`config.mk`:
```
export PLATFORM = sky130hd
export DESIGN_NAME = pla_vec_port_flat
export DESIGN_NICKNAME = d
export VERILOG_FILES = /design/src/rtl/pla_vec_port_if.sv /design/src/rtl/pla_vec_port.sv /design/src/flat_wrapper.sv
export SDC_FILE = /design/constraint.sdc
export NUM_CORES = 1
export LEC_CHECK = 0
export CORE_MARGIN = 1.5
export CORE_UTILIZATION = 45
export CTS_CLUSTER_SIZE = 8
export DETAILED_ROUTE_END_ITERATION = 10
export PLACE_DENSITY_LB_ADDON = 0.08
export SLEW_MARGIN = 40
export SYNTH_ARGS = -nofsm -noshare
export SYNTH_HDL_FRONTEND = slang
export SYNTH_SLANG_ARGS = --single-unit
export TNS_END_PERCENT = 100
```
`constraint.sdc`:
```
create_clock -name clk -period 5.8 [get_ports clk]
set_clock_uncertainty 0.2 [all_clocks]
set_input_delay 1.16 -clock clk [delete_from_list [all_inputs] [get_ports clk]]
set_output_delay 1.16 -clock clk [all_outputs]
set_load 0.1 [all_outputs]
```
`src/rtl/pla_vec_port_if.sv`:
```
// pla_vec_port_if: stream bundle between a test/config sequencer and pla_vec_port.
//   Input stream  : in_valid/in_ready carrying in_vec (NI), in_exp (NO), in_chk.
//   Result stream : out_valid/out_ready carrying out_z (NO), out_mis.
//   master: sequencer side (offers vectors, consumes results).
//   slave : pla_vec_port side.
interface pla_vec_port_if #(
    parameter int unsigned NI = 17,
    parameter int unsigned NO = 16
);
    logic          in_valid;
    logic          in_ready;
    logic [NI-1:0] in_vec;
    logic [NO-1:0] in_exp;
    logic          in_chk;
    logic          out_valid;
    logic          out_ready;
    logic [NO-1:0] out_z;
    logic          out_mis;

    modport master (
        output in_valid, in_vec, in_exp, in_chk, out_ready,
        input  in_ready, out_valid, out_z, out_mis
    );

    modport slave (
        input  in_valid, in_vec, in_exp, in_chk, out_ready,
        output in_ready, out_valid, out_z, out_mis
    );
endinterface

```
`src/rtl/pla_vec_port.sv`:
```
// pla_vec_port: sequential driver for a combinational PLA core.
//   Accepts a vector on the input stream, registers it onto pla_x, waits SETTLE
//   cycles, captures pla_z (and an optional compare against the expected word)
//   and offers the result on the output stream until it is taken.
// Ports:
//   clk, rst_n            clock, asynchronous active-low reset
//   bus (slave)           input/result valid-ready streams
//   pla_x  [NI-1:0]       registered drive to the PLA inputs
//   pla_z  [NO-1:0]       PLA outputs (combinational from pla_x)
//   clr                   synchronous clear of counters and err_sticky
//   vec_count, err_count  saturating completed / mismatched vector counts
//   err_sticky            set on any mismatch until clr or reset
// SETTLE must be in 0..15 (4-bit settle counter).
module pla_vec_port #(
    parameter int unsigned NI     = 17,
    parameter int unsigned NO     = 16,
    parameter int unsigned SETTLE = 2,
    parameter int unsigned CNT_W  = 16
) (
    input  logic             clk,
    input  logic             rst_n,
    pla_vec_port_if.slave    bus,
    output logic [NI-1:0]    pla_x,
    input  logic [NO-1:0]    pla_z,
    input  logic             clr,
    output logic [CNT_W-1:0] vec_count,
    output logic [CNT_W-1:0] err_count,
    output logic             err_sticky
);

    localparam logic [3:0] SettleCnt = 4'(SETTLE);

    typedef enum logic [1:0] {StIdle, StSettle, StHold} state_e;

    state_e           state_q, state_d;
    logic [3:0]       cnt_q, cnt_d;
    logic [NI-1:0]    pla_x_q, pla_x_d;
    logic [NO-1:0]    exp_q, exp_d;
    logic             chk_q, chk_d;
    logic [NO-1:0]    out_z_q, out_z_d;
    logic             out_mis_q, out_mis_d;
    logic [CNT_W-1:0] vec_count_q, vec_count_d;
    logic [CNT_W-1:0] err_count_q, err_count_d;
    logic             err_sticky_q, err_sticky_d;

    logic             capture;
    logic             mis_now;

    assign mis_now = chk_q & (pla_z != exp_q);

    always_comb begin
        state_d      = state_q;
        cnt_d        = cnt_q;
        pla_x_d      = pla_x_q;
        exp_d        = exp_q;
        chk_d        = chk_q;
        out_z_d      = out_z_q;
        out_mis_d    = out_mis_q;
        vec_count_d  = vec_count_q;
        err_count_d  = err_count_q;
        err_sticky_d = err_sticky_q;
        capture      = 1'b0;

        unique case (state_q)
            StIdle: begin
                if (bus.in_valid) begin
                    pla_x_d = bus.in_vec;
                    exp_d   = bus.in_exp;
                    chk_d   = bus.in_chk;
                    cnt_d   = SettleCnt;
                    state_d = StSettle;
                end
            end
            StSettle: begin
                if (cnt_q != 4'd0) begin
                    cnt_d = cnt_q - 4'd1;
                end else begin
                    capture   = 1'b1;
                    out_z_d   = pla_z;
                    out_mis_d = mis_now;
                    state_d   = StHold;
                end
            end
            StHold: begin
                if (bus.out_ready) begin
                    state_d = StIdle;
                end
            end
            default: state_d = StIdle;
        endcase

        // clr wins over a same-cycle capture; the result word still captures above.
        if (clr) begin
            vec_count_d  = '0;
            err_count_d  = '0;
            err_sticky_d = 1'b0;
        end else if (capture) begin
            if (!(&vec_count_q)) begin
                vec_count_d = vec_count_q + CNT_W'(1);
            end
            if (mis_now) begin
                err_sticky_d = 1'b1;
                if (!(&err_count_q)) begin
                    err_count_d = err_count_q + CNT_W'(1);
                end
            end
        end
    end

    always_ff @(posedge clk or negedge rst_n) begin
        if (!rst_n) begin
            state_q      <= StIdle;
            cnt_q        <= 4'd0;
            pla_x_q      <= '0;
            exp_q        <= '0;
            chk_q        <= 1'b0;
            out_z_q      <= '0;
            out_mis_q    <= 1'b0;
            vec_count_q  <= '0;
            err_count_q  <= '0;
            err_sticky_q <= 1'b0;
        end else begin
            state_q      <= state_d;
            cnt_q        <= cnt_d;
            pla_x_q      <= pla_x_d;
            exp_q        <= exp_d;
            chk_q        <= chk_d;
            out_z_q      <= out_z_d;
            out_mis_q    <= out_mis_d;
            vec_count_q  <= vec_count_d;
            err_count_q  <= err_count_d;
            err_sticky_q <= err_sticky_d;
        end
    end

    // Handshake outputs depend on the state register only.
    assign bus.in_ready  = (state_q == StIdle);
    assign bus.out_valid = (state_q == StHold);
    assign bus.out_z     = out_z_q;
    assign bus.out_mis   = out_mis_q;
    assign pla_x         = pla_x_q;
    assign vec_count     = vec_count_q;
    assign err_count     = err_count_q;
    assign err_sticky    = err_sticky_q;

endmodule

```
`src/flat_wrapper.sv`:
```
// flat-port wrapper written by rule: the top's interface ports become plain ports
module pla_vec_port_flat 
#(
    parameter int unsigned NI     = 17,
    parameter int unsigned NO     = 16,
    parameter int unsigned SETTLE = 2,
    parameter int unsigned CNT_W  = 16
)
  (clk, rst_n, pla_x, pla_z, clr, vec_count, err_count, err_sticky, bus_in_valid, bus_in_vec, bus_in_exp, bus_in_chk, bus_out_ready, bus_in_ready, bus_out_valid, bus_out_z, bus_out_mis);
  pla_vec_port_if #(.NI(NI), .NO(NO)) bus_i ();
  input  logic clk;
  input  logic rst_n;
  output logic [NI-1:0] pla_x;
  input  logic [NO-1:0] pla_z;
  input  logic clr;
  output logic [CNT_W-1:0] vec_count;
  output logic [CNT_W-1:0] err_count;
  output logic err_sticky;
  input wire logic [$bits(bus_i.in_valid)-1:0] bus_in_valid;
  input wire logic [$bits(bus_i.in_vec)-1:0] bus_in_vec;
  input wire logic [$bits(bus_i.in_exp)-1:0] bus_in_exp;
  input wire logic [$bits(bus_i.in_chk)-1:0] bus_in_chk;
  input wire logic [$bits(bus_i.out_ready)-1:0] bus_out_ready;
  output wire logic [$bits(bus_i.in_ready)-1:0] bus_in_ready;
  output wire logic [$bits(bus_i.out_valid)-1:0] bus_out_valid;
  output wire logic [$bits(bus_i.out_z)-1:0] bus_out_z;
  output wire logic [$bits(bus_i.out_mis)-1:0] bus_out_mis;
  assign bus_i.in_valid = bus_in_valid;
  assign bus_i.in_vec = bus_in_vec;
  assign bus_i.in_exp = bus_in_exp;
  assign bus_i.in_chk = bus_in_chk;
  assign bus_i.out_ready = bus_out_ready;
  assign bus_in_ready = bus_i.in_ready;
  assign bus_out_valid = bus_i.out_valid;
  assign bus_out_z = bus_i.out_z;
  assign bus_out_mis = bus_i.out_mis;
  pla_vec_port #(.NI(NI), .NO(NO), .SETTLE(SETTLE), .CNT_W(CNT_W)) u_core (.clk(clk), .rst_n(rst_n), .bus(bus_i), .pla_x(pla_x), .pla_z(pla_z), .clr(clr), .vec_count(vec_count), .err_count(err_count), .err_sticky(err_sticky));
endmodule
```
Word level (Yosys, flattened, before mapping)
Cells that the tools add are included.
{"block": "totals", "regBits": 90, "in_bits": 55, "output_inout_bits": 69, "word_cells": 57}
{"block": "op_classes", "add_sub_neg": 3, "eq_ne": 9, "mux": 19, "bitwise_logic": 2, "n_reduce_logical": 14}
{"op": "two-way mux 16 bit", "count": 7}
{"op": "adder 16 x 1 -> 16 bit, second input constant", "count": 2}
{"op": "AND reduction 16 bit", "count": 2}
{"op": "inequality test 16 bit", "count": 1}
{"op": "inequality test 2 bit, second input constant", "count": 5}
{"op": "AND reduction 3 bit", "count": 3}
{"op": "two-way mux 4 bit", "count": 2}
{"op": "one-hot mux 4 bit (2 select lines)", "count": 1}
{"op": "AND reduction 2 bit", "count": 4}
{"op": "two-way mux 2 bit", "count": 3}
{"op": "one-hot mux 2 bit (3 select lines)", "count": 1}
{"op": "nonzero test 2 bit", "count": 3}
{"op": "two-way mux 1 bit", "count": 5}
{"op": "nonzero test 4 bit", "count": 1}
{"op": "subtractor 4 x 1 -> 4 bit, second input constant", "count": 1}
{"op": "equality test 2 x 1 -> 1 bit, second input constant", "count": 1}
{"op": "equality test 2 bit, second input constant", "count": 1}
{"op": "logical NOT 2 bit", "count": 1}
{"op": "inequality test 2 x 1 -> 1 bit, second input constant", "count": 1}
{"op": "AND 1 bit", "count": 1}
{"op": "NOT 1 bit", "count": 1}

Longest topological paths before layout
Gate-level depths: netlist of run 1.
{"block": "depth", "ltp_word": 5, "depth_mapped": 9, "mapped_depth_nobuf": 7}

Least setup slack after synthesis of run 1
OpenSTA, ideal clock, no wires.
{"block": "synth_timing", "kind": "register to output", "startpoint": "register u_core.state_q[0]", "endpoint": "output bus_in_ready", "t_arrival_ps": 1706, "required_time_ps": 4440, "path_slack_ps": 2734, "stages_incl_launch_ff": 2, "n_path_buf": 0, "path_cell_list": "dfrtp_1 nor2_1"}
{"block": "synth_via", "elab_chain_len": 1}
{"item": "from (decl)", "line": "pla_vec_port.sv:35", "source": "state_e state_q, state_d;"}
{"item": "from (signal assigned)", "line": "pla_vec_port.sv:112", "source": "state_q <= StIdle;"}
{"item": "from (signal assigned)", "line": "pla_vec_port.sv:123", "source": "state_q <= state_d;"}
{"item": "logical NOT 2 bit", "line": "pla_vec_port.sv:137", "source": "assign bus.in_ready = (state_q == StIdle);"}
{"item": "to (decl)", "line": "flat_wrapper.sv:24", "source": "output wire logic [$bits(bus_i.in_ready)-1:0] bus_in_ready;"}
Every way passes these cells.

Worst setup path in the final report of run 1
{"block": "layout_timing", "startpoint": "input pla_z[6]", "endpoint": "register u_core.err_count_q[3], in the netlist u_core.err_count[3]"}
{"block": "layout_via", "elab_chain_len": 4}
{"item": "from (decl)", "line": "flat_wrapper.sv:14", "source": "input logic [NO-1:0] pla_z;"}
{"item": "inequality test 16 bit", "line": "pla_vec_port.sv:49", "source": "assign mis_now = chk_q & (pla_z != exp_q);"}
{"item": "AND 1 bit", "line": "pla_vec_port.sv:49"}
{"item": "nonzero test 2 bit (no line)"}
{"item": "AND reduction 3 bit (no line)"}
{"item": "to (signal assigned)", "line": "pla_vec_port.sv:131", "source": "err_count_q <= err_count_d;"}
{"item": "to (decl)", "line": "pla_vec_port.sv:43", "source": "logic [CNT_W-1:0] err_count_q, err_count_d;"}
Every way passes these cells.
A chain may end at the register's enable or synchronous reset.

==> qor.csv, run 1 <==
stage,metric,value,unit
pwr,switching_share,0.548,
logic_synthesis,avgSynthCellArea,9.21,µm²
logic_synthesis,synth-seq-cells,90,
clocking,insertion_delay,350,ps
timing,worst_pin_slew,718,ps
logic_synthesis,netlist_instances,459,
pwr,leakagePower,0.00267,µW
pwr,p_sw,1630,µW
logic_synthesis,yosysSeqAreaShare,0.533,
placed_design,gp_congestion,0.775,
timing,maxSlewViolCount,0,
timing,rsz0062_at_grt,no,
timing,setup_viol,0,
pwr,pwr-share-seq,0.321,
clocking,ctsHoldBuffers,0,
drt,drt-pass1-iter-count,4,
global_routing,grt_pass1_wl,16.8,mm
setup_path,required,5830,ps
placed_design,port_buffers,123,
setup_path,worst-path-max-fanout,14,
drt,drt_iter0_markers,128,
logic_synthesis,yosysWarnings,0,
timing,period_minus_slack,3080,ps
global_routing,antenna_found_initial,0,
global_routing,grt_pass1_vias,3566,
setup_path,r2r_cells,7,
logic_synthesis,synthTopCellsByArea,"dfrtp_1 (53%), nand2_1 (14%), xnor2_1 (4.4%)",
run_status,status,finished clean,
placed_design,hpwl,6.96,mm
drt,vias,3664,
timing,fin_crit_sh,0.532,
clocking,clkSinkCount,90,
setup_path,r2r_start,u_core.cnt_q[0]$_DFFE_PN0P_,
global_routing,busiest_layer,met2,
clocking,post_cts_buffers,0,
pwr,power.internal,1340,µW
global_routing,overflow,0,
setup_path,crit_slowest_cell,clkdlybuf4s50_1,
layout,n_fill_cell,821,
clocking,cts_resized,0,
global_routing,grt_start_max_net_pins,47,
min_path,hold_class,reg2reg,
global_routing,track_usage,0.211,
global_routing,grt_use_met2,0.338,
setup_path,worstSetupPathType,in2reg,
global_routing,grt_util_met3,0.0641,
placed_design,dpl-instance-area,5200,µm²
min_path,hp-start,u_core.bus.out_z[9]$_DFFE_PN0P_,
logic_synthesis,synth.distinct_cells,41,
setup_path,crit_chain,clkdlybuf4s50_1 -> xnor2_1 -> nand4_1 -> nor4_4 -> buf_4 -> buf_4 -> nor4_1 -> mux2_2,
layout,num_antenna_cells,0,
min_path,min_path_cells,2,
pwr,peakVddDrop,0.000372,V
floorplanning,die_area,9980,µm²
drt,drc,0,
clocking,path_clk_slew,80,ps
setup_path,max_stage_delay,490,ps
timing,hold_violations,0,
clocking,cts_max_level,3,
floorplanning,num_rows,35,
pwr,clkPwrFrac,0.142,
logic_synthesis,netlist.area_leader.share,0.533,
logic_synthesis,synth.largest_area_cell,dfrtp_1,
layout,area_growth,27.6,%
floorplanning,io_pins,124,
clocking,cts_tree,done,
floorplanning,fp.dieH,99.9,µm
logic_synthesis,synth_area,4230,µm²
setup_path,cp-start-kind,input pin,
floorplanning,die_w,99.9,µm
layout,fin_area,5390,µm²
clocking,clockBufferDepth,2,
timing,fin_setup_tns,0,ps
clocking,numCtsBuffers,9,
floorplanning,initial_core_util,0.462,
setup_path,critPathCaptureType,flip-flop,
timing,slew_headroom,0.520,
pwr,p_per_area,552,nW/µm²
clocking,cts-root-buf,clkbuf_8,
drt,postRouteAntennaNets,0,
timing,fmax,0.324,GHz
drt,vias_per_cell,5.29,
layout,layout_common_cells,"nand2_1 (160), dfrtp_1 (90), buf_2 (69)",
layout,drive_gt1_frac,0.174,
flow_run,drv_cap,0,
layout,final_common_cell,nand2_1,
layout,nNetsFinal,637,
setup_path,rr_endpoint,u_core.err_count[3]$_DFFE_PN0P_,
drt,drt-total-wl,9.91,mm
pwr,p_comb_frac,0.536,
min_path,hold_end,u_core.bus.out_z[9]$_DFFE_PN0P_,
drt,wl_per_cell,14.3,µm
global_routing,use_met1,0.277,
logic_synthesis,syn_nets,517,
floorplanning,design.core.area,9150,µm²
setup_path,arrival,3120,ps
setup_path,cp_common_cell,buf_4,
setup_path,r2r_slack,2890,ps
-- sequential cells by signal, indices dropped and copies added, names as in the netlist --
signal,count
u_core.bus.out_mis,1
u_core.err_count,16
u_core.cnt_q,4
u_core.err_sticky,1
u_core.state_q,2
u_core.chk_q,1
u_core.exp_q,16
u_core.vec_count,16
u_core.pla_x,17
u_core.bus.out_z,16
-- per-stage QoR --
step / total power, µW / instances / hold WS, ps / utilization / worst slack (ps)
global route: 3150 / 693 / 302 / 0.589 / 2570
CTS: 3010 / 693 / 279 / 0.589 / 2720
detailed placement: 2580 / 679 / 258 / 0.568 / 2350
finish: 2970 / 693 / 272 / 0.589 / 2720
floorplan: 2270 / 459 / 267 / - / 2730
global placement: 2670 / 677 / 257 / 0.604 / 1950
-- Yosys cell counts --
library cell  number
nand2_1          160
dfrtp_1           90
nor2_1            24
xnor2_1           21
a21oi_1           15
clkbuf_1          14
nand4_1           13
o21ai_0           12
o31ai_1            9
nand3_1            8
or4_1              8
nor2b_1            7
and3_1             6
and4_1             6
mux2_2             6
o211ai_1           6
or3_1              6
inv_1              5
xor2_1             5
nor4_1             4
nor4b_1            4
and2_1             3
ha_1               3
nor3_1             3
buf_2              2
buf_4              2
nand2b_1           2
o2111ai_1          2
a21o_1             1
and2b_1            1
buf_1              1
buf_6              1
mux2_1             1
mux2i_1            1
nand2_2            1
nor3b_1            1
nor3b_2            1
nor4_4             1
nor4bb_1           1
o21ba_2            1
or4b_1             1
-- critical path: cells and delay by family --
family | cells | cell delay [ps]
xor+xnor | 1 | 150
buf+inv | 3 | 910
mux | 1 | 290
simple gates | 3 | 580
-- final cells by class --
| class | instances | area [µm²] | share of cell area |
|---|---|---|---|
| flip-flops and latches | 90 | 2250 | 0.418 |
| inverters | 5 | 18.8 | 0.00348 |
| multi-input cells | 344 | 1860 | 0.345 |
| repair buffers | 129 | 928 | 0.172 |
| clock buffers | 11 | 151 | 0.0281 |
| well taps | 111 | 139 | 0.0258 |
| clock inverters | 3 | 40.0 | 0.00742 |
-- layer usage --
metal  vias to the layer above  part of all wire
li1                       1782                 -
met1                      1770              0.45
met2                       103              0.46
met3                         9             0.071
met4                         0             0.016
met5                         -                 0
-- power groups by stage --
stage | registers, µW | clock network [µW] | logic [µW]
after detailed placement | 968 | 0 | 1610
final | 956 | 423 | 1600
after floorplan | 1810 | 0 | 456
after global routing | 984 | 465 | 1700
after CTS | 957 | 436 | 1610
after global placement | 962 | 0 | 1710
-- kinds of logic (layout without fill, tap and decap cells) --
family | Yosys count | in the layout | share of synthesized area
fa+ha+maj | 3 | 3 | 0.00888
simple gates | 261 | 261 | 0.290
xor+xnor | 26 | 26 | 0.0539
compound gates | 46 | 46 | 0.0669
flops | 90 | 90 | 0.533
mux | 8 | 8 | 0.0210
buf+inv | 25 | 148 | 0.0264
-- worst max-delay path by stage --
stage	slack (ps)	endpoint	start
floorplan	2730	bus_in_ready	u_core.state_q[0]$_DFFE_PN0P_
global placement	1950	u_core.err_count[13]$_DFFE_PN0P_	pla_z[6]
detailed placement	2350	u_core.err_count[9]$_DFFE_PN0P_	pla_z[6]
CTS	2720	u_core.err_count[9]$_DFFE_PN0P_	pla_z[6]
global route	2570	u_core.err_count[3]$_DFFE_PN0P_	u_core.cnt_q[0]$_DFFE_PN0P_
finish	2720	u_core.err_count[3]$_DFFE_PN0P_	pla_z[6]
No activity file was read; power rests on OpenSTA's default activity.
==> run 2: changes to the inputs <==
==> constraint.sdc (replaced) <==
create_clock -name clk -period 3.1 [get_ports clk]
set_clock_uncertainty 0.2 [all_clocks]
set_input_delay 0.62 -clock clk [delete_from_list [all_inputs] [get_ports clk]]
set_output_delay 0.62 -clock clk [all_outputs]
set_load 0.1 [all_outputs]
==> run 2 against run 1 <==
Die area unchanged. Sequential power grew 88%. Register-to-register slack lost 2400 ps. Largest cell class unchanged. Cell count up 0.87%. First-iteration DRC count up 52%. Wire length up 2.1%. Via count down 0.63%. Worst hold slack got worse by 220 ps. Combinational power up 96%. Total power grew 96%.
==> qor.csv, run 2 (synthesis gave the netlist of run 1 again) <==
stage,metric,value,unit,change
run_status,status,finished clean,,unchanged
layout,multiInputGateArea,1860,µm²,about the same
clocking,cts-root-buf,clkbuf_8,,unchanged
placed_design,hpwl,7.01,mm,was 6.96 mm
min_path,hold_class,in2async,,was reg2reg
setup_path,required,3190,ps,was 5830 ps
timing,fin_setup_tns,0,ps,unchanged
setup_path,startpoint,u_core.cnt_q[0]$_DFFE_PN0P_,,was pla_z[6]
placed_design,place_ws,308,ps,was 2350 ps
placed_design,port_buffers,123,,unchanged
pwr,p_per_area,1040,nW/µm²,was 552 nW/µm²
global_routing,grt_start_max_net_pins,51,,was 47
placed_design,gp_congestion,0.794,,was 0.775
layout,finalNonFillerCells,699,,was 693
floorplanning,io_pins,124,,unchanged
global_routing,grt_pass1_wl,16.9,mm,was 16.8 mm
drt,wl_per_cell,14.5,µm,was 14.3 µm
setup_path,critPathCaptureType,flip-flop,,unchanged
floorplanning,design.core.area,9150,µm²,unchanged
clocking,numCtsBuffers,9,,unchanged
timing,maxSlewViolCount,0,,unchanged
drt,vias_per_cell,5.21,,was 5.29
setup_path,arrival,2730,ps,was 3120 ps
clocking,clkSinkCount,90,,unchanged
global_routing,track_usage,0.213,,was 0.211
pwr,pwr-share-seq,0.307,,was 0.321
timing,fin_crit_sh,0.853,,
floorplanning,die_area,9980,µm²,unchanged
floorplanning,num_rows,35,,unchanged
setup_path,crit_chain,inv_1 -> ha_1 -> nor3b_2 -> and2_1 -> buf_4 -> o2111ai_1 -> or3_1 -> a21oi_1,,was clkdlybuf4s50_1 -> xnor2_1 -> nand4_1 -> nor4_4 -> buf_4 -> buf_4 -> nor4_1 -> mux2_2
pwr,switching_share,0.531,,was 0.548
layout,final_common_cell,nand2_1,,unchanged
layout,drive_gt1_frac,0.179,,was 0.174
clocking,insertion_delay,360,ps,was 350 ps
timing,period_minus_slack,2640,ps,
layout,largest_reg_flops,17,,unchanged
clocking,ctsHoldBuffers,0,,unchanged
layout,area_growth,33.5,%,was 27.6%
pwr,p_sw,3100,µW,was 1630 µW
global_routing,antenna_found_initial,0,,unchanged
pwr,clkPwrFrac,0.155,,was 0.142
clocking,cts_max_level,3,,unchanged
clocking,path_clk_slew,90,ps,was 80 ps
setup_path,worst-path-max-fanout,10,,was 14
placed_design,dp.cells,684,,was 679
flow_run,drv_cap,0,,unchanged
drt,drt-pass1-iter-count,4,,unchanged
setup_path,worstSetupPathType,reg2reg,,was in2reg
timing,hold_ws,52.6,ps,was 272 ps
pwr,peakVddDrop,0.000859,V,was 0.000372 V
timing,setup_viol,0,,unchanged
setup_path,r2r_cells,8,,was 7
layout,layout_common_cells,"nand2_1 (160), dfrtp_1 (90), buf_4 (80)",,"was nand2_1 (160), dfrtp_1 (90), buf_2 (69)"
layout,n_fill_cell,800,,was 821
setup_path,endpoint,u_core.vec_count[15]$_DFFE_PN0P_,,was u_core.err_count[3]$_DFFE_PN0P_
drt,postRouteAntennaNets,0,,unchanged
setup_path,cp-start-kind,flip-flop,,was input pin
drt,drt-total-wl,10.1,mm,was 9.91 mm
timing,worst_pin_slew,791,ps,was 718 ps
timing,rsz0062_at_grt,no,,unchanged
timing,slew_headroom,0.471,,was 0.520
timing,hold_violations,0,,unchanged
layout,nNetsFinal,642,,was 637
floorplanning,initial_core_util,0.462,,unchanged
floorplanning,fp.dieH,99.9,µm,unchanged
timing,fin_ws,456,ps,was 2720 ps
layout,num_antenna_cells,0,,unchanged
setup_path,crit_slowest_cell,or3_1,,was clkdlybuf4s50_1
clocking,clockBufferDepth,2,,unchanged
global_routing,overflow,0,,unchanged
drt,drt_iter0_markers,195,,was 128
setup_path,r2r_start,u_core.cnt_q[0]$_DFFE_PN0P_,,unchanged
pwr,leakagePower,0.00272,µW,was 0.00267 µW
clocking,post_cts_buffers,0,,unchanged
floorplanning,die_w,99.9,µm,unchanged
layout,seqCellArea,2250,µm²,unchanged
pwr,p_comb_frac,0.538,,was 0.536
global_routing,grt_pass1_vias,3606,,was 3566
drt,vias,3641,,was 3664
setup_path,r2r_slack,460,ps,was 2890 ps
timing,fmax,0.378,GHz,
setup_path,max_stage_delay,440,ps,was 490 ps
drt,drc,0,,unchanged
pwr,power.internal,2740,µW,was 1340 µW
setup_path,rr_endpoint,u_core.vec_count[15]$_DFFE_PN0P_,,was u_core.err_count[3]$_DFFE_PN0P_
clocking,cts_tree,done,,unchanged
clocking,cts_resized,0,,unchanged
==> run 2: cell types whose count changed in the layout (fill, tap and decap cells not counted), sizes merged <==
cell,delta
buf,+5
bufinv,+1
clkinv,-1
clkinvlp,+1
==> run 2: critical path: cells and delay by family (launching register included) <==
| family | cells | cell delay [ps] |
|---|---|---|
| compound gates | 2 | 480 |
| fa+ha+maj | 1 | 180 |
| buf+inv | 2 | 310 |
| flops | 1 | 420 |
| simple gates | 3 | 1000 |
==> run 2: final cells by class <==
cell class	instances	share of cell area
multi-input cells	344	0.330
clock buffers	11	0.0251
inverters	5	0.00333
clock inverters	4	0.0135
flip-flops and latches	90	0.399
repair buffers	134	0.204
well taps	111	0.0246
==> run 2: metal layers <==
layer | vias up | part of all wire | wire length (µm) | global-route usage
met4 | 0 | 0.013 | 134 | 0.0758
met5 | - | 0 | 0 | 0
met3 | 11 | 0.057 | 581 | 0.0494
li1 | 1795 | - | - | -
met2 | 91 | 0.47 | 4790 | 0.345
met1 | 1744 | 0.46 | 4610 | 0.280
==> run 2: worst min-delay path by stage <==
stage                                startpoint                               end  slack, ps  depth (start not counted)
2_1_floorplan                             rst_n    u_core.bus.out_mis$_DFFE_PN0P_        120                          0
3_3_place_gp        u_core.pla_x[8]$_DFFE_PN0P_       u_core.pla_x[8]$_DFFE_PN0P_        260                          2
3_5_place_dp   u_core.bus.out_z[11]$_DFFE_PN0P_  u_core.bus.out_z[11]$_DFFE_PN0P_        260                          2
4_1_cts                                   rst_n  u_core.vec_count[13]$_DFFE_PN0P_         60                          1
5_1_grt                                   rst_n  u_core.vec_count[13]$_DFFE_PN0P_         80                          1
6_report                                  rst_n  u_core.vec_count[13]$_DFFE_PN0P_         50                          1
==> run 2: power by group through the flow <==
stage	Clock, µW	Combinational (µW)	Sequential, µW
after detailed placement	0	3180	1810
after global placement	0	3140	1810
final	904	3140	1800
after floorplan	0	853	3390
after CTS	922	3170	1800
after global routing	961	3340	1850
==> run 2: metrics by stage <==
step / instance area [µm²] / total power (µW) / util
after global placement: 5420 / 4950 / 0.592
after detailed placement: 5420 / 4990 / 0.592
final: 5640 / 5850 / 0.616
after floorplan: 4230 / 4240 / -
after global routing: 5640 / 6150 / 0.616
after CTS: 5640 / 5900 / 0.616
==> run 3: changes to the inputs <==
--- a/config.mk
+++ b/config.mk
@@ -9,6 +9,7 @@
 export CORE_UTILIZATION = 45
 export CTS_CLUSTER_SIZE = 8
 export DETAILED_ROUTE_END_ITERATION = 10
+export GPL_TIMING_DRIVEN = 0
 export PLACE_DENSITY_LB_ADDON = 0.08
 export SLEW_MARGIN = 40
 export SYNTH_ARGS = -nofsm -noshare
==> run 3 against run 2 <==
Via count rose by 2.0%. Setup slack got worse by 45 ps. The flow now finishes with violations (negative hold slack). Design area fell by 3.1%.
==> qor.csv, run 3 (synthesis gave the netlist of run 1 again) <==
stage,metric,value,unit,change
timing,slew_headroom,0.591,,was 0.471
clocking,post_cts_buffers,0,,unchanged
drt,vias,3715,,was 3641
timing,maxSlewViolCount,0,,unchanged
global_routing,overflow,0,,unchanged
global_routing,grt_pass1_vias,3668,,was 3606
layout,area_growth,29.3,%,was 33.5%
setup_path,worstSetupPathType,in2reg,,was reg2reg
floorplanning,fp.dieH,99.9,µm,unchanged
setup_path,arrival,2730,ps,about the same
layout,post-route-util,0.597,,was 0.616
pwr,clkPwrFrac,0.143,,was 0.155
drt,drt-total-wl,10.2,mm,was 10.1 mm
setup_path,max_stage_delay,510,ps,was 440 ps
layout,drive_gt1_frac,0.169,,was 0.179
setup_path,cp-start-kind,input pin,,was flip-flop
drt,wl_per_cell,14.3,µm,was 14.5 µm
global_routing,grt_pass1_wl,17.1,mm,was 16.9 mm
clocking,cts-root-buf,clkbuf_8,,unchanged
pwr,switching_share,0.553,,was 0.531
run_status,failed_checks,negative hold slack,,
timing,hold_violations,9,,was 0
pwr,power.internal,2500,µW,was 2740 µW
clocking,insertion_delay,360,ps,about the same
floorplanning,initial_core_util,0.462,,unchanged
global_routing,grt_start_max_net_pins,52,,was 51
drt,drc,0,,unchanged
placed_design,gp_congestion,0.845,,was 0.794
pwr,peakVddDrop,0.000867,V,was 0.000859 V
flow_run,drv_cap,0,,unchanged
setup_path,critPathCaptureType,flip-flop,,unchanged
timing,worst_pin_slew,613,ps,was 791 ps
timing,fin_crit_sh,0.867,,was 0.853
layout,layout_common_cells,"nand2_1 (160), dfrtp_1 (90), buf_2 (71)",,"was nand2_1 (160), dfrtp_1 (90), buf_4 (80)"
pwr,p_comb_frac,0.539,,was 0.538
layout,final_common_cell,nand2_1,,unchanged
timing,period_minus_slack,2690,ps,was 2640 ps
setup_path,crit_chain,clkdlybuf4s50_1 -> xnor2_1 -> nand4_1 -> nor4_4 -> buf_4 -> buf_2 -> nor2_1 -> o21ba_2,,was inv_1 -> ha_1 -> nor3b_2 -> and2_1 -> buf_4 -> o2111ai_1 -> or3_1 -> a21oi_1
drt,drt-pass1-iter-count,5,,was 4
pwr,leakagePower,0.00269,µW,was 0.00272 µW
setup_path,required,3140,ps,was 3190 ps
clocking,cts_resized,0,,unchanged
clocking,clkSinkCount,90,,unchanged
placed_design,hpwl,7.37,mm,was 7.01 mm
layout,fin_area,5470,µm²,was 5640 µm²
run_status,status,"complete, but fails checks",,was finished clean
floorplanning,die_area,9980,µm²,unchanged
floorplanning,design.core.area,9150,µm²,unchanged
floorplanning,num_rows,35,,unchanged
drt,drt_iter0_markers,179,,was 195
layout,num_antenna_cells,0,,unchanged
clocking,clockBufferDepth,2,,unchanged
timing,rsz0062_at_grt,no,,unchanged
timing,setup_viol,0,,unchanged
setup_path,cp_num_buf_inv,3,,was 2
clocking,numCtsBuffers,9,,unchanged
pwr,p_sw,3100,µW,about the same
clocking,ctsHoldBuffers,0,,unchanged
floorplanning,die_w,99.9,µm,unchanged
drt,postRouteAntennaNets,0,,unchanged
timing,hold_ws,-15.6,ps,was 52.6 ps
clocking,cts_max_level,3,,unchanged
setup_path,critical-path-top-delay-family,buffers and inverters,,was simple AND/OR/NAND/NOR gates
pwr,p_per_area,1030,nW/µm²,was 1040 nW/µm²
layout,largest_reg_flops,17,,unchanged
setup_path,crit_slowest_cell,clkdlybuf4s50_1,,was or3_1
setup_path,worst-path-max-fanout,10,,unchanged
timing,fmax,0.372,GHz,was 0.378 GHz
floorplanning,io_pins,124,,unchanged
placed_design,port_buffers,123,,unchanged
min_path,hold_class,in2async,,unchanged
layout,nNetsFinal,652,,was 642
drt,vias_per_cell,5.23,,was 5.21
global_routing,antenna_found_initial,0,,unchanged
clocking,cts_tree,done,,unchanged
pwr,pwr-share-seq,0.318,,was 0.307
pwr,power.total,5610,µW,was 5850 µW
placed_design,dpl-instance-area,5270,µm²,was 5420 µm²
global_routing,track_usage,0.214,,was 0.213
clocking,path_clk_slew,100,ps,was 90 ps
run 3: cell count changes in the layout (fill, tap and decap cells not counted), sizes merged:
cell,change
buf,-4
bufinv,-1
clkbuf,+13
clkinv,+3
clkinvlp,-1
inv,+1
run 3: final cells by class:
type	count	area, µm²
buffer	20	92.6
clock buffer	10	128
clock inverter	6	66.3
fill	840	3690
inverter	5	18.8
multi-input combinational	344	1860
sequential	90	2250
tap	111	139
timing repair buffer	124	907
run 3: final timing paths:
path                                                  from                                to  slack, ps  cells past startpoint
setup / recovery                                  pla_z[4]     u_core.err_sticky$_DFFE_PN0P_        410                      8
hold / removal                                       rst_n  u_core.vec_count[13]$_DFFE_PN0P_        -20                      1
setup reg to reg               u_core.cnt_q[0]$_DFFE_PN0P_  u_core.bus.out_z[14]$_DFFE_PN0P_        530                      9
hold reg to reg            u_core.bus.out_z[3]$_DFFE_PN0P_   u_core.bus.out_z[3]$_DFFE_PN0P_        280                      2
max in group asynchronous                            rst_n       u_core.exp_q[4]$_DFFE_PN0P_       2120                      2
min in group clk           u_core.bus.out_z[3]$_DFFE_PN0P_   u_core.bus.out_z[3]$_DFFE_PN0P_        280                      2
run 3: per-stage QoR:
step	TNS (ps)	hold WS [ps]	setup WS, ps	std cells
floorplan	0	124	184	459
global placement	-198110	257	-2210	693
detailed placement	0	260	33.3	694
CTS	0	1.60	403	710
global route	0	13.5	242	710
finish	0	-15.6	411	710
run 3: power groups by stage:
stage	registers, µW	logic (µW)	clock network (µW)
floorplan	3390	853	0
global placement	1790	3230	0
detailed placement	1800	3040	0
CTS	1780	3050	820
global route	1830	3220	870
finish	1780	3020	804
run 3: layer usage:
metal	GRT usage	vias to the layer above	part of all wire
met5	0	-	0
met1	0.277	1782	0.45
met4	0.0650	0	0.013
met2	0.352	104	0.47
met3	0.0571	12	0.065
li1	-	1817	-
